**src/rtl/syn_gpu_pkg.sv**
```systemverilog
// syn_gpu_pkg: shared types for the syn_gpu mulberry engine arbiter.
//   tgt_e     - request target encoding (DIV/MUL/RAND/INV), 2 bits
//   NUM_ENG   - number of shared engines
//   eng_st_e  - per-engine occupancy state
package syn_gpu_pkg;
  typedef enum logic [1:0] {
    TGT_DIV  = 2'd0,
    TGT_MUL  = 2'd1,
    TGT_RAND = 2'd2,
    TGT_INV  = 2'd3
  } tgt_e;

  localparam int NUM_ENG = 3;

  typedef enum logic {
    ENG_IDLE = 1'b0,
    ENG_BUSY = 1'b1
  } eng_st_e;
endpackage

```
**src/rtl/syn_rr_arb.sv**
```systemverilog
// syn_rr_arb: combinational round-robin picker.
//   req - request vector
//   ptr - index with highest priority this cycle
//   gnt - one-hot grant (first set req at or after ptr, wrapping)
//   vld - any request granted
module syn_rr_arb #(
  parameter int N = 4,
  localparam int PW = (N > 1) ? $clog2(N) : 1
) (
  input  logic [N-1:0]  req,
  input  logic [PW-1:0] ptr,
  output logic [N-1:0]  gnt,
  output logic          vld
);
  logic [PW-1:0] idx;

  always_comb begin
    gnt = '0;
    vld = 1'b0;
    idx = '0;
    for (int k = 0; k < N; k++) begin
      idx = PW'((int'(ptr) + k) % N);
      if (!vld && req[idx]) begin
        gnt[idx] = 1'b1;
        vld      = 1'b1;
      end
    end
  end
endmodule

```
**src/rtl/syn_gpu_mulbry_arb.sv**
```systemverilog
// syn_gpu_mulbry_arb: round-robin scheduler sharing the DIV/MUL/RAND mulberry
// engines among NUM_REQ core job requesters. One grant per cycle; each engine
// holds at most one transaction and remembers its owner for response routing.
//   clk_ir, rst_sync_l          - clock, async active-low reset
//   req_vld/req_tgt/req_data0/1 - per-requester request (held until req_gnt)
//   req_gnt                     - one-cycle grant pulse
//   rsp_vld/rsp_data/rsp_err    - per-requester response (data/err held)
//   slv_vld/slv_data0/1         - one-hot engine issue strobe + shared operands
//   slv_rsp_vld/slv_rsp_data    - engine result strobes + results
// Optional: SYN_GPU_MULBRY_ARB_TIMEOUT_EN adds a per-engine watchdog that
// retires a BUSY engine after TIMEOUT_CYC cycles with rsp_err=1.
module syn_gpu_mulbry_arb
  import syn_gpu_pkg::*;
#(
  parameter int NUM_REQ     = 4,
  parameter int DATA_W      = 32,
  parameter int TIMEOUT_CYC = 1024
) (
  input  logic                        clk_ir,
  input  logic                        rst_sync_l,
  input  logic [NUM_REQ-1:0]          req_vld,
  input  logic [2*NUM_REQ-1:0]        req_tgt,
  input  logic [NUM_REQ*DATA_W-1:0]   req_data0,
  input  logic [NUM_REQ*DATA_W-1:0]   req_data1,
  output logic [NUM_REQ-1:0]          req_gnt,
  output logic [NUM_REQ-1:0]          rsp_vld,
  output logic [NUM_REQ*DATA_W-1:0]   rsp_data,
  output logic [NUM_REQ-1:0]          rsp_err,
  output logic [NUM_ENG-1:0]          slv_vld,
  output logic [DATA_W-1:0]           slv_data0,
  output logic [DATA_W-1:0]           slv_data1,
  input  logic [NUM_ENG-1:0]          slv_rsp_vld,
  input  logic [NUM_ENG*DATA_W-1:0]   slv_rsp_data
);
  localparam int PW = $clog2(NUM_REQ);
  localparam int DW = DATA_W;

  eng_st_e       eng_st  [NUM_ENG];
  logic [PW-1:0] eng_own [NUM_ENG];
  logic [NUM_REQ-1:0] outst;     // requester has a transaction in flight
  logic [NUM_REQ-1:0] inv_pend;  // invalid-target grant awaiting its error reply
  logic [PW-1:0] rr_ptr;

  logic [NUM_REQ-1:0] elig, pick;
  logic               pick_vld, eng_free;
  logic [PW-1:0]      win;
  logic [1:0]         win_tgt;
  logic [DW-1:0]      win_d0, win_d1;

`ifdef SYN_GPU_MULBRY_ARB_TIMEOUT_EN
  localparam int CW = $clog2(TIMEOUT_CYC + 1);
  logic [CW-1:0] eng_cnt [NUM_ENG];
`else
  // Watchdog not built; keep the parameter referenced for a uniform interface.
  logic unused_cfg;
  assign unused_cfg = |TIMEOUT_CYC;
`endif

  // Engine state is registered, so an engine answering this cycle still reads
  // BUSY here and cannot be re-won until the next cycle.
  always_comb begin
    elig     = '0;
    eng_free = 1'b0;
    for (int i = 0; i < NUM_REQ; i++) begin
      eng_free = (req_tgt[2*i +: 2] == TGT_INV);
      for (int e = 0; e < NUM_ENG; e++)
        if (req_tgt[2*i +: 2] == 2'(e) && eng_st[e] == ENG_IDLE) eng_free = 1'b1;
      elig[i] = req_vld[i] && !outst[i] && eng_free;
    end
  end

  syn_rr_arb #(.N(NUM_REQ)) u_rr (
    .req (elig),
    .ptr (rr_ptr),
    .gnt (pick),
    .vld (pick_vld)
  );

  always_comb begin
    win     = '0;
    win_tgt = '0;
    win_d0  = '0;
    win_d1  = '0;
    for (int i = 0; i < NUM_REQ; i++)
      if (pick[i]) begin
        win     = PW'(i);
        win_tgt = req_tgt[2*i +: 2];
        win_d0  = req_data0[i*DW +: DW];
        win_d1  = req_data1[i*DW +: DW];
      end
  end

  always_ff @(posedge clk_ir or negedge rst_sync_l) begin
    if (!rst_sync_l) begin
      rr_ptr    <= '0;
      outst     <= '0;
      inv_pend  <= '0;
      req_gnt   <= '0;
      rsp_vld   <= '0;
      rsp_data  <= '0;
      rsp_err   <= '0;
      slv_vld   <= '0;
      slv_data0 <= '0;
      slv_data1 <= '0;
      for (int e = 0; e < NUM_ENG; e++) begin
        eng_st[e]  <= ENG_IDLE;
        eng_own[e] <= '0;
`ifdef SYN_GPU_MULBRY_ARB_TIMEOUT_EN
        eng_cnt[e] <= '0;
`endif
      end
    end else begin
      req_gnt  <= '0;
      rsp_vld  <= '0;
      slv_vld  <= '0;
      inv_pend <= '0;

      // Invalid-target grants complete one cycle after their grant pulse.
      for (int i = 0; i < NUM_REQ; i++)
        if (inv_pend[i]) begin
          rsp_vld[i]            <= 1'b1;
          rsp_err[i]            <= 1'b1;
          rsp_data[i*DW +: DW]  <= '0;
          outst[i]              <= 1'b0;
        end

      // Engine completions; owners are distinct so all can land together.
      for (int e = 0; e < NUM_ENG; e++)
        if (eng_st[e] == ENG_BUSY) begin
`ifdef SYN_GPU_MULBRY_ARB_TIMEOUT_EN
          eng_cnt[e] <= eng_cnt[e] + 1'b1;
`endif
          if (slv_rsp_vld[e]) begin
            rsp_vld[eng_own[e]]                   <= 1'b1;
            rsp_err[eng_own[e]]                   <= 1'b0;
            rsp_data[int'(eng_own[e])*DW +: DW]   <= slv_rsp_data[e*DW +: DW];
            outst[eng_own[e]]                     <= 1'b0;
            eng_st[e]                             <= ENG_IDLE;
          end
`ifdef SYN_GPU_MULBRY_ARB_TIMEOUT_EN
          // A genuine response in the same cycle takes precedence.
          else if (eng_cnt[e] == CW'(TIMEOUT_CYC)) begin
            rsp_vld[eng_own[e]]                   <= 1'b1;
            rsp_err[eng_own[e]]                   <= 1'b1;
            rsp_data[int'(eng_own[e])*DW +: DW]   <= '0;
            outst[eng_own[e]]                     <= 1'b0;
            eng_st[e]                             <= ENG_IDLE;
          end
`endif
        end

      if (pick_vld) begin
        rr_ptr       <= (win == PW'(NUM_REQ - 1)) ? '0 : win + 1'b1;
        outst[win]   <= 1'b1;
        req_gnt[win] <= 1'b1;
        if (win_tgt == TGT_INV) inv_pend[win] <= 1'b1;
        for (int e = 0; e < NUM_ENG; e++)
          if (win_tgt == 2'(e)) begin
            eng_st[e]  <= ENG_BUSY;
            eng_own[e] <= win;
            slv_vld[e] <= 1'b1;
`ifdef SYN_GPU_MULBRY_ARB_TIMEOUT_EN
            eng_cnt[e] <= '0;
`endif
          end
        if (win_tgt != TGT_INV) begin
          slv_data0 <= win_d0;
          slv_data1 <= win_d1;
        end
      end
    end
  end
endmodule

```
**config.mk**
```make
export PLATFORM = sky130hd
export DESIGN_NAME = syn_gpu_mulbry_arb
export DESIGN_NICKNAME = d
export VERILOG_FILES = /design/src/rtl/syn_gpu_pkg.sv /design/src/rtl/syn_rr_arb.sv /design/src/rtl/syn_gpu_mulbry_arb.sv
export SDC_FILE = /design/constraint.sdc
export NUM_CORES = 1
export LEC_CHECK = 0
export ABC_AREA = 1
export ABC_CLOCK_PERIOD_IN_PS = 4800
export CAP_MARGIN = 10
export CORE_UTILIZATION = 28
export CTS_BUF_LIST = sky130_fd_sc_hd__clkbuf_4
export DETAILED_ROUTE_END_ITERATION = 8
export PLACE_DENSITY = 0.56
export SETUP_SLACK_MARGIN = 0.1
export SLEW_MARGIN = 25
export SYNTH_ARGS = -nofsm -noshare
export SYNTH_HDL_FRONTEND = slang
export SYNTH_SLANG_ARGS = --single-unit
```
**constraint.sdc**
```tcl
create_clock -name clk_ir -period 4.8 [get_ports clk_ir]
set_clock_uncertainty 0.1 [all_clocks]
set_input_delay 0.96 -clock clk_ir [delete_from_list [all_inputs] [get_ports clk_ir]]
set_output_delay 0.96 -clock clk_ir [all_outputs]
set_load 0.005 [all_outputs]
```
# --- After elaboration in Yosys (flattened, before gate mapping) ---
# Index checks and enable logic that the tools add are counted.
op_classes:
  n_shift: 6
  reduce_logical: 47
  n_addsub: 7
  bitwise: 19
  eq_ne: 17
  n_lt_le_gt_ge: 16
  n_mux: 121
ops:
  columns: ["op", "count"]
  rows:
  - ["$mux 128", 6]
  - ["$bwmux 128", 3]
  - ["$mux 32", 12]
  - ["$shift 32x33->128 const A", 3]
  - ["$shiftx 32x33->128", 3]
  - ["$mux 4", 26]
  - ["$neg 7->33", 3]
  - ["$mux 1", 53]
  - ["$logic_and 1x1->1", 31]
  - ["$or 4x4->4", 7]
  - ["$and 4x4->4", 6]
  - ["$lt 2x3->1 const B", 8]
  - ["$eq 2x2->1 const B", 11]
  - ["$demux 1 s2", 8]
  - ["$ge 2x1->1 const B", 8]
  - ["$mux 2", 7]
  - ["$not 4->4", 3]
  - ["$eq 2x1->1 const B", 5]
  - ["$logic_not 2->1", 5]
  - ["$bmux 1 s2", 4]
  - ["$reduce_and 2->1", 4]
  - ["$logic_not 1->1", 7]
  - ["$mux 3", 2]
  - ["$add 2x1->2 const B", 2]
  - ["other kinds (3)", 6]
totals:
  inputBits: 369
  elab_cells: 249
  reg_bits: 226

# --- Logic depth before layout (Yosys ltp) ---
# Gate-level depths: netlist (run 1).
logic_depth:
  ltp_word: 27
  mapped_depth: 22

# --- Hierarchy ---
# Synthesis (run 1) repeated with hierarchy kept, for this count alone.
hier_totals:
  cells_unflattened: 2628
  hier_area_um2: 16044.1
modules_own_cells:
  columns: ["module", "instances", "area_per_inst_um2", "seq_area_each_um2", "cells_per_inst"]
  rows:
  - ["syn_gpu_mulbry_arb", 1, 15625.0, 5655.4, 2552]
  - ["syn_rr_arb", 1, 419.2, 0.0, 76]

# --- Worst setup path before layout (run 1) ---
# OpenSTA, ideal clock, no wires.
synth_timing:
  path_kind: "input port to flip-flop"
  from: "input req_tgt[5]"
  to: "register outst[3]"
  cell_stages: 20
  setup_time_ps: 120
  slack_ps: 1644
  arrival_ps: 2936
  required_ps: 4580
  path_cell_list: "inv_1 -> nand3_1 -> nand2_1 -> inv_2 -> nand3_2 -> nand2_1 -> nand2_1 -> nand2_2 -> nand3_2 -> inv_2 -> nand2_1 -> nand3_2 -> buf_2 -> buf_2 -> nor2_1 -> inv_1 -> ha_1 -> inv_1 -> nor2_1 -> a31o_2"
synth_rtl:
  columns: ["item", "line", "source"]
  rows:
  - ["from (decl)", "syn_gpu_mulbry_arb.sv:22", "input logic [2*NUM_REQ-1:0] req_tgt,"]
  - ["$logic_not 2->1", "syn_gpu_mulbry_arb.sv:67", "if (req_tgt[2*i +: 2] == 2'(e) && eng_st[e] == ENG_IDLE) eng_free = 1'b1;"]
  - ["$logic_and 1x1->1", "syn_gpu_mulbry_arb.sv:67", null]
  - ["$mux 1 (2 in series)", "syn_gpu_mulbry_arb.sv:67", null]
  - ["$mux 1 *", "syn_gpu_mulbry_arb.sv:67", null]
  - ["$logic_and 1x1->1 *", "syn_gpu_mulbry_arb.sv:68", "elig[i] = req_vld[i] && !outst[i] && eng_free;"]
  - ["$bmux 1 s2", "syn_rr_arb.sv:23", "if (!vld && req[idx]) begin"]
  - ["$mux 1 (not written as such)", "syn_rr_arb.sv:23", null]
  - ["$mux 1", "syn_rr_arb.sv:23", null]
  - ["(+10 left out)", null, null]
  - ["$mux 2 *", "syn_gpu_mulbry_arb.sv:85", "if (pick[i]) begin"]
  - ["via win[1]", "syn_gpu_mulbry_arb.sv:46", "logic [PW-1:0] win;"]
  - ["$lt 2x3->1 (not written as such) / $ge 2x1->1 (equally long branches)", "syn_gpu_mulbry_arb.sv:154", "outst[win] <= 1'b1;"]
  - ["$logic_and 1x1->1 (not written as such)", "syn_gpu_mulbry_arb.sv:154", null]
  - ["$mux 1 (not written as such)", "syn_gpu_mulbry_arb.sv:154", null]
  - ["$demux 1 s2 *", "syn_gpu_mulbry_arb.sv:154", null]
  - ["$or 4x4->4 (no source line) *", null, null]
  - ["$mux 4 *", "syn_gpu_mulbry_arb.sv:152", "if (pick_vld) begin"]
  - ["to (signal, indexed assignment)", "syn_gpu_mulbry_arb.sv:124", "outst[i] <= 1'b0;"]
  - ["to (signal, indexed assignment)", "syn_gpu_mulbry_arb.sv:137", "outst[eng_own[e]] <= 1'b0;"]
  - ["to (signal, indexed assignment)", "syn_gpu_mulbry_arb.sv:154", null]
  - ["to (decl)", "syn_gpu_mulbry_arb.sv:40", "logic [NUM_REQ-1:0] outst;"]
# The timed path passes the listed nets; every way through them passes the cells marked *. The select of a mux whose other input is x is not followed.
# A chain may end at the register's enable or synchronous reset.

# --- Worst setup path in the final report (run 1) ---
layout_timing:
  from: "register eng_own[5] in the netlist's numbering"
  to: "register rsp_data[92]"
layout_via:
  elab_chain_len: 11
layout_rtl:
  columns: ["item", "line", "source"]
  rows:
  - ["from (decl)", "syn_gpu_mulbry_arb.sv:39", "logic [PW-1:0] eng_own [NUM_ENG];"]
  - ["from (signal, indexed assignment)", "syn_gpu_mulbry_arb.sv:160", "eng_own[e] <= win;"]
  - ["$neg 7->33 *", "syn_gpu_mulbry_arb.sv:136", "rsp_data[int'(eng_own[e])*DW +: DW] <= slv_rsp_data[e*DW +: DW];"]
  - ["$shiftx 32x33->128 / $shift 32x33->128 (equally long branches)", "syn_gpu_mulbry_arb.sv:136", null]
  - ["$bwmux 128 *", "syn_gpu_mulbry_arb.sv:136", null]
  - ["$mux 128 *", "syn_gpu_mulbry_arb.sv:133", "if (slv_rsp_vld[e]) begin"]
  - ["$mux 128 *", "syn_gpu_mulbry_arb.sv:129", "if (eng_st[e] == ENG_BUSY) begin"]
  - ["$bwmux 128", "syn_gpu_mulbry_arb.sv:136", null]
  - ["$mux 128", "syn_gpu_mulbry_arb.sv:133", null]
  - ["$mux 128 *", "syn_gpu_mulbry_arb.sv:129", null]
  - ["$bwmux 128", "syn_gpu_mulbry_arb.sv:136", null]
  - ["$mux 128", "syn_gpu_mulbry_arb.sv:133", null]
  - ["$mux 128 *", "syn_gpu_mulbry_arb.sv:129", null]
  - ["to (signal, indexed assignment)", "syn_gpu_mulbry_arb.sv:136", null]
  - ["to (decl)", "syn_gpu_mulbry_arb.sv:27", "output logic [NUM_REQ*DATA_W-1:0] rsp_data,"]
# Mark *: on every way between the ends. The rest lies on a longest branch, timed or not.

==> results summary, run 1 <==
The critical path ends at rsp_data[92]. The wire length of the first global-routing pass is 125 mm. After detailed routing, the number of remaining DRC violations is 0.

The worst setup path is captured at a register. The die width came out at about 240 microns. The number of different library cells in the post-synthesis netlist is 41.

For met2 alone, demand over resource in global routing was 51.0%. Synthesis produced 2242 cells. The biggest fanout along the worst timing path is 25.

Counting stages on the worst path, the most repeated cell is sky130_fd_sc_hd__inv_1. Across the run, the number of max-cap violations was 0. The all-layer global routing usage came out at 29.6%. TritonCTS built the clock tree. The area growth from synthesis to layout is 47.5%. The highest clock frequency the design can meet came out at 279 MHz. Counting flops with a built-in enable in the synthesized netlist gives 0. After clock tree synthesis, the flow added hold-fix buffers numbering 0. The maximum level of the CTS H-tree is 3. Entering global routing, the biggest net connects between 90 and 100 pins. The critical path is of the reg2reg type.

The count of non-filler cells in the finished layout is 3564. The total power per unit cell area is just over 700 nW/um^2. In this run the vertical extent of the chip is 238 microns. The layout filler cell count is just under 6000. The sum of buffers and inverters on the critical path is 4. The warning count from the yosys run is 0. The analysis attributes to cell leakage a power of 0.0103 uW.

The clock tree root buffer cell is sky130_fd_sc_hd__clkbuf_4. The worst path uses 74.8% of the clock period. The top cell types in the final layout, fill and taps aside, are sky130_fd_sc_hd__clkdlybuf4s50_1, sky130_fd_sc_hd__nand2_1, sky130_fd_sc_hd__a21oi_1.

By area the synthesized netlist is led by sky130_fd_sc_hd__dfrtp_1, sky130_fd_sc_hd__nand2_1, sky130_fd_sc_hd__a21oi_1. Global routing consumed, on the met3 layer, 7.51% of the routing resources. In this run the post-CTS setup repair buffer count came out at 0. The data arrival time at the worst-slack endpoint came out at 4160 ps. In the synthesized netlist the async set-or-reset flop fraction comes to 100%.

The run finished with clean final reports. During I/O placement, the number of pins put on the boundary was 576. The net count of the finished layout is 3159. The commonest non-fill, non-tap cell in the layout is sky130_fd_sc_hd__clkdlybuf4s50_1.

STA classifies the critical path startpoint as a register. The accumulated negative setup slack came out at 0 ps. The count of placed standard cells including taps came out at approximately 3400. In the synthesized netlist the dominant register cell turns out to be sky130_fd_sc_hd__dfrtp_1. The area share of the leading cell type in the synthesized netlist is 36.3%. The tightest min-delay check is of the in2async type. VDD sags by at most 0.460 mV.

The ratio of cells with drive above 1 in the final layout came out at 8.46%. The critical path goes through inv_1, ha_1, inv_1, nor3_1, buf_4, inv_1, o21ai_0, nand2_1, a21oi_1. The launch point of the worst path is eng_own[5].

The site row count came out at 86. The routed via count divided by cell count came out at 5.49. The required arrival time at the worst endpoint came out at 5370 ps. The final-report setup violation count came out at 0. In this design, the stage delay of the slowest critical-path cell is 760 ps. The detailed router's first-iteration violation count came out at 1990. The final-report max-slew violation count came out at 0.

Summing the sequential cell areas from Yosys gives 36.3% of the chip area. The final weighted congestion of routability-driven global placement is 0.956. The average wire length per cell after detail routing came out at 24.2 microns. The clock slew at the register clock pins of the worst setup and hold paths is 70 ps.

In this run, post-CTS repair resized a total of 0 instances. The met1 global-route usage came out at 33.4%. Broken down by cell family, the worst path's largest delay share belongs to buffers and inverters. The half-perimeter wire length of the detailed placement result came out at 60.2 mm.

The number of port buffers is around 580. The logic depth of the worst setup path including buffers came out at 9. The area inside the core boundary is approximately 55000 sq um.

The die outline area is 56600 sq um. The later-pin clock latency in the skew report came out at between 700 and 800 ps. The worst setup slack for register-to-register paths is 1210 ps. The leading area contributor after synthesis is sky130_fd_sc_hd__dfrtp_1.

The number of nets still failing antenna checks after routing came out at 0. The clock period could shrink to 3590 ps. The startpoint identified for the worst register-to-register timing path is eng_own[5]. The clock sink count came out at 226. The terminus of the critical flop-to-flop path is rsp_data[92]. Clock tree synthesis inserted a total of 71 buffers. The via count of the first global-routing pass is around 19000. The most crowded layer after global routing is met2. In this run the tightest slew margin relative to its limit is 30.1%.

The first-pass iteration count of the detailed router is 6. Setup repair after global routing left no endpoint under its margin. The average instance area after synthesis came out at 6.96 sq um. The post-synthesis instance area came out at 15600 sq um. After global routing the overflow that remains totals 0.

The via count of the routed design came out at 19600. The effective utilization at floorplan is between 20 and 30%. The flop and latch count out of synthesis came out at 226. The slowest stage of the critical path is the sky130_fd_sc_hd__ha_1 cell. Counting every net in the synthesized netlist gives between 2000 and 3000. The length in cells of the worst reg-to-reg path is 9. The initial antenna violation count came out at 14. The number of hold violations in the final report came to 0. The overall routed net length is approximately 86 mm. The deepest clock path buffer count came out at 3.

The overall power after layout came out at 16300 uW. The worst-margin pin slew is 1040 ps.
-- cell families (layout without fill, tap and decap cells) --
logic type	Yosys count	count (layout)	share of synthesized area (%)
AO/OA/AOI/OAI	645	645	24.8
adder cells (fa/ha/maj)	36	36	2.89
flip-flops	226	226	36.3
AND/OR/NAND/NOR	984	984	26.8
other	0	13	0
buffers and inverters	351	912	9.26
-- sequential cells by signal, indices dropped and copies added (netlist names), 4 cells and up --
name and count:
eng_own 6, inv_pend 4, outst 4, req_gnt 4, rsp_data 128, rsp_err 4
rsp_vld 4, slv_data0 32, slv_data1 32
-- worst min-delay path by stage --
stage,start,to,slack (ps),cells after the start
after floorplan,slv_data0[0],slv_data0[0],370,2
after global placement,slv_data1[14],slv_data1[14],360,2
after detailed placement,slv_data1[5],slv_data1[5],360,2
after CTS,rst_sync_l,rsp_data[57],80,1
after global routing,rst_sync_l,rsp_data[5],140,1
final,rst_sync_l,rsp_data[61],140,1
-- metrics by stage --
| stage | hold slack, ps | util (%) | cell area, sq um | worst slack (ps) |
|---|---|---|---|---|
| final | 140 | 41.7 | 23000 | 1210 |
| after global routing | 136 | 41.7 | 23000 | 976 |
| after global placement | 357 | 40.0 | 22000 | 751 |
| after CTS | 77.2 | 41.7 | 23000 | 1210 |
| after detailed placement | 360 | 40.0 | 22000 | 647 |
| after floorplan | 365 | - | 15600 | 1640 |
-- final cells by class --
class / count / area [sq um] / share of cell area [%]
Tap cell: 748 / 936 / 4.07
Inverter: 163 / 612 / 2.66
Timing Repair Buffer: 627 / 6260 / 27.2
Multi-Input combinational cell: 1665 / 8550 / 37.2
Antenna cell: 13 / 32.5 / 0.141
Clock inverter: 20 / 188 / 0.816
Clock buffer: 102 / 766 / 3.33
Sequential cell: 226 / 5660 / 24.6
-- report_power, final --
part	internal (uW)	leakage, uW	switching (uW)
clock	1190	0.000557	956
combinational	4190	0.00676	6610
sequential	2740	0.00295	578
-- routing by layer --
| metal | up-vias | wire length [microns] |
|---|---|---|
| met4 | 8 | 4710 |
| met2 | 1231 | 42000 |
| met1 | 9316 | 30900 |
| met3 | 230 | 8710 |
| li1 | 8791 | - |
| met5 | - | 52 |
-- Yosys cell counts, types with 7 or more instances --
master and instances:
sky130_fd_sc_hd__nand2_1 572, sky130_fd_sc_hd__nand3_1 235, sky130_fd_sc_hd__clkinv_1 10, sky130_fd_sc_hd__o32ai_1 10, sky130_fd_sc_hd__a32o_1 31, sky130_fd_sc_hd__nand4_1 19, sky130_fd_sc_hd__buf_1 7, sky130_fd_sc_hd__o31ai_1 9
sky130_fd_sc_hd__a311oi_1 25, sky130_fd_sc_hd__o21ai_0 55, sky130_fd_sc_hd__o22ai_1 24, sky130_fd_sc_hd__buf_6 7, sky130_fd_sc_hd__a21oi_1 344, sky130_fd_sc_hd__nor3_1 9, sky130_fd_sc_hd__inv_1 142, sky130_fd_sc_hd__ha_1 36
sky130_fd_sc_hd__nor2_1 126, sky130_fd_sc_hd__clkbuf_1 121, sky130_fd_sc_hd__dfrtp_1 226, sky130_fd_sc_hd__a32oi_1 8, sky130_fd_sc_hd__buf_2 50, sky130_fd_sc_hd__inv_2 11, sky130_fd_sc_hd__a31o_2 29, sky130_fd_sc_hd__a31oi_1 94
Power figures use the tool's default switching activity.
==> run 2, diff against run 1 <==
--- a/config.mk
+++ b/config.mk
@@ -6,12 +6,12 @@
 export NUM_CORES = 1
 export LEC_CHECK = 0
 export ABC_AREA = 1
-export ABC_CLOCK_PERIOD_IN_PS = 4800
+export ABC_CLOCK_PERIOD_IN_PS = 3050
 export CAP_MARGIN = 10
 export CORE_UTILIZATION = 28
 export CTS_BUF_LIST = sky130_fd_sc_hd__clkbuf_4
 export DETAILED_ROUTE_END_ITERATION = 8
-export PLACE_DENSITY = 0.56
+export PLACE_DENSITY = 0.58
 export SETUP_SLACK_MARGIN = 0.1
 export SLEW_MARGIN = 25
 export SYNTH_ARGS = -nofsm -noshare
==> constraint.sdc (replaced) <==
create_clock -name clk_ir -period 3.05 [get_ports clk_ir]
set_clock_uncertainty 0.1 [all_clocks]
set_input_delay 0.61 -clock clk_ir [delete_from_list [all_inputs] [get_ports clk_ir]]
set_output_delay 0.61 -clock clk_ir [all_outputs]
set_load 0.005 [all_outputs]
==> results summary, run 2 (synthesis results as in run 1) <==
The headroom to the max-slew limit came out at 32.8% (+2.7 points). The data arrival time at the worst-slack endpoint is 3370 ps (-790 ps). Leaving out fill and tap cells, the most frequent cell in the layout is sky130_fd_sc_hd__clkdlybuf4s50_1. The utilization after layout came to 43.7% (+1.9 points). The post-layout instance area is 24100 sq um (+4.6%). The half-perimeter wire length of the detailed placement result came to 64.3 mm (+6.8%). The routed via count divided by cell count was 5.44 (-0.97%). The remaining design rule violation count is 0 (unchanged). The largest vdd supply drop came to 0.602 mV (+31%). The cell type with the highest occurrence count on the critical path is sky130_fd_sc_hd__nand3_1.

The number of primary I/O pins came out at 576 (unchanged). The initial antenna violation count came to 15 (+1). The number of nets still failing antenna checks after routing is 0 (unchanged). The multi-input combinational cell area is 8580 sq um (+0.42%). The clock period minus final worst setup slack was 2780 ps (-807 ps). The largest registers in the layout are rsp_data: 128 flops, slv_data0: 32 flops, slv_data1: 32 flops. The clock sink count came out at 226 (unchanged).

The later-pin clock latency in the skew report came to 790 ps (+30 ps). The maximum number of pins on one net before global-route repair came to 69 (-24%). The area of placed instances was 23000 sq um (+4.7%). The first-pass iteration count of the detailed router came to 6 (unchanged). The clock tree root buffer cell is sky130_fd_sc_hd__clkbuf_4. In the layout the commonest cells are sky130_fd_sc_hd__clkdlybuf4s50_1, sky130_fd_sc_hd__nand2_1, sky130_fd_sc_hd__a21oi_1.

The worst setup path is of the reg2reg kind. The maximum level of the CTS H-tree is 3 (unchanged). The biggest fanout along the worst timing path is 23 (-8.0%). The overall overflow remaining after global route is 0 (unchanged). The ratio of cells with drive above 1 in the final layout came out at 12.2% (+3.7 points).

The highest clock frequency the design can meet is 360 MHz (+29%). The via count of the routed design is 20000 (+2.1%). Setup repair after global routing could not meet its margin everywhere.

The die width came to 238 microns (unchanged). The final-report max-slew violation count is 0 (unchanged). The number of port buffers came out at 575 (unchanged).

The total of max-cap violations was 0 (unchanged). The clock slew at the register clock pins of the worst setup and hold paths came out at 70 ps (about the same). The via count of the first global-routing pass came to 19900 (+2.8%). The effective utilization at floorplan was 28.3% (unchanged). The overall power after layout came out at 27400 uW (+69%). The flow ran to the end, and the final reports show no timing, DRC or antenna violations. The signal on the critical path passes through inv_2, ha_1, inv_1, nand3_1, nand2_1, nand2_2, nor2_4, nand3_1, nand3_4, buf_12, buf_4, a21oi_1, a21oi_1, nand3_1, nand2_1. The required arrival time at the worst endpoint was 3630 ps (-1740 ps).

The length in cells of the worst reg-to-reg path was 15 (+6). The wire length of the first global-routing pass is 129 mm (+2.7%). The layout filler cell count came to 5718 (-0.95%). The number of hold violations in the final report came out at 0 (unchanged). TritonCTS built the clock tree. The reported leakage power is 0.0109 uW (+5.8%).

The worst hold path class is in2async. The worst-margin pin slew is 1010 ps (-37.2 ps). The number of CTS-inserted buffers came out at 69 (-2.8%). The largest stage delay on the critical path is 380 ps (-380 ps). The final-stage net count came out at 3270 (+3.5%). The detailed router's first-iteration violation count came out at 1904 (-4.3%). The final-report setup violation count is 0 (unchanged). The all-layer global routing usage is 30.3% (+0.74 points).

The area inside the core boundary is 55100 sq um (unchanged). The total power per unit cell area is 1140 nW/um^2 (+61%). The deepest clock path buffer count came out at 3 (unchanged).

The site row count was 86 (unchanged). The height of the chip is 238 microns (unchanged). STA classifies the critical path startpoint as a register.

The register containing the most flip-flops in the final layout is rsp_data. The average wire length per cell after detail routing is 24.0 microns (-0.91%). The flip-flop count of the largest register, all copies and words added was 128 (unchanged). The die outline area was 56600 sq um (unchanged). The overall routed net length came out at 88.2 mm (+2.1%). On the critical path, the stage with the largest delay is an instance of sky130_fd_sc_hd__dfrtp_1.

The combined flip-flop and latch cell area came out at 5660 sq um (unchanged). The area growth from synthesis to layout came out at 54.3%. STA classifies the critical path endpoint as a register. The final weighted congestion of routability-driven global placement is 0.941 (-1.5%). The fraction of the cycle the final worst path needs is 91.2% (+16 points).
-- run 2: cell count changes in the layout (fill, tap and decap cells not counted), sizes merged --
cell / previous run / this run
buf: 53 / 165
clkinv: 24 / 21
bufinv: 4 / 3
clkinvlp: 1 / 0
diode: 13 / 14
dlygate4sd3: 0 / 1
inv: 154 / 155
-- run 2: critical path: cells and delay by family (launching register included) --
kind / cells / cell delay [ps]
adder cells (fa/ha/maj): 1 / 340
buffers and inverters: 4 / 660
flip-flops: 1 / 380
AO/OA/AOI/OAI: 2 / 380
AND/OR/NAND/NOR: 8 / 830
-- run 2: path summary, 6_finish.rpt --
path / start / end / slack, ps
worst max-delay path: rr_ptr[0] / slv_data1[10] / 270
worst min-delay path: rst_sync_l / rsp_data[98] / 270
worst max register to register: rr_ptr[0] / slv_data1[10] / 270
worst min register to register: slv_data1[10] / slv_data1[10] / 370
max in group asynchronous: rst_sync_l / rsp_data[14] / 1600
min in group clk_ir: slv_data1[10] / slv_data1[10] / 370
-- run 2: repair_timing --
action                                  4_1_cts  5_1_grt
gates resized for setup                       0        5
setup buffers                                 0        3
endpoints found under the setup margin        0       28
hold buffers                                  1        0
hold endpoints to repair                     54        0
-- run 2: per-stage QoR --
stage | instances | setup slack [ps] | hold WS (ps) | TNS, ps
6_report | 3674 | 269 | 273 | 0
5_1_grt | 3670 | 80.6 | 278 | 0
4_1_cts | 3657 | 251 | 220 | 0
3_5_place_dp | 3538 | -432 | 358 | -27560
3_3_place_gp | 3538 | -380 | 354 | -21960
2_1_floorplan | 2242 | 40.4 | 214 | 0
-- run 2: power by group --
group	switching, uW	internal (uW)	leakage (uW)
clock	1490	1770	0.000542
sequential	908	4310	0.00295
combinational	10900	8060	0.00736
total	13300	14100	0.0109
-- run 2: layer usage --
layer / wire length, microns / part of all wire [%] / track usage, %
met4: 4120 / 4.7 / 15.6
met5: 23 / 0.026 / 0
met2: 43500 / 49 / 52.7
met1: 32100 / 36 / 34.8
met3: 8410 / 9.5 / 6.64
-- run 2: layout make-up --
class                      count  area share [%]
multi-input combinational   1665            35.7
timing repair buffer         740            30.5
sequential                   226            23.5
tap                          748            3.89
clock buffer                 102            3.18
inverter                     163            2.54
clock inverter                16           0.593
antenna                       14           0.146
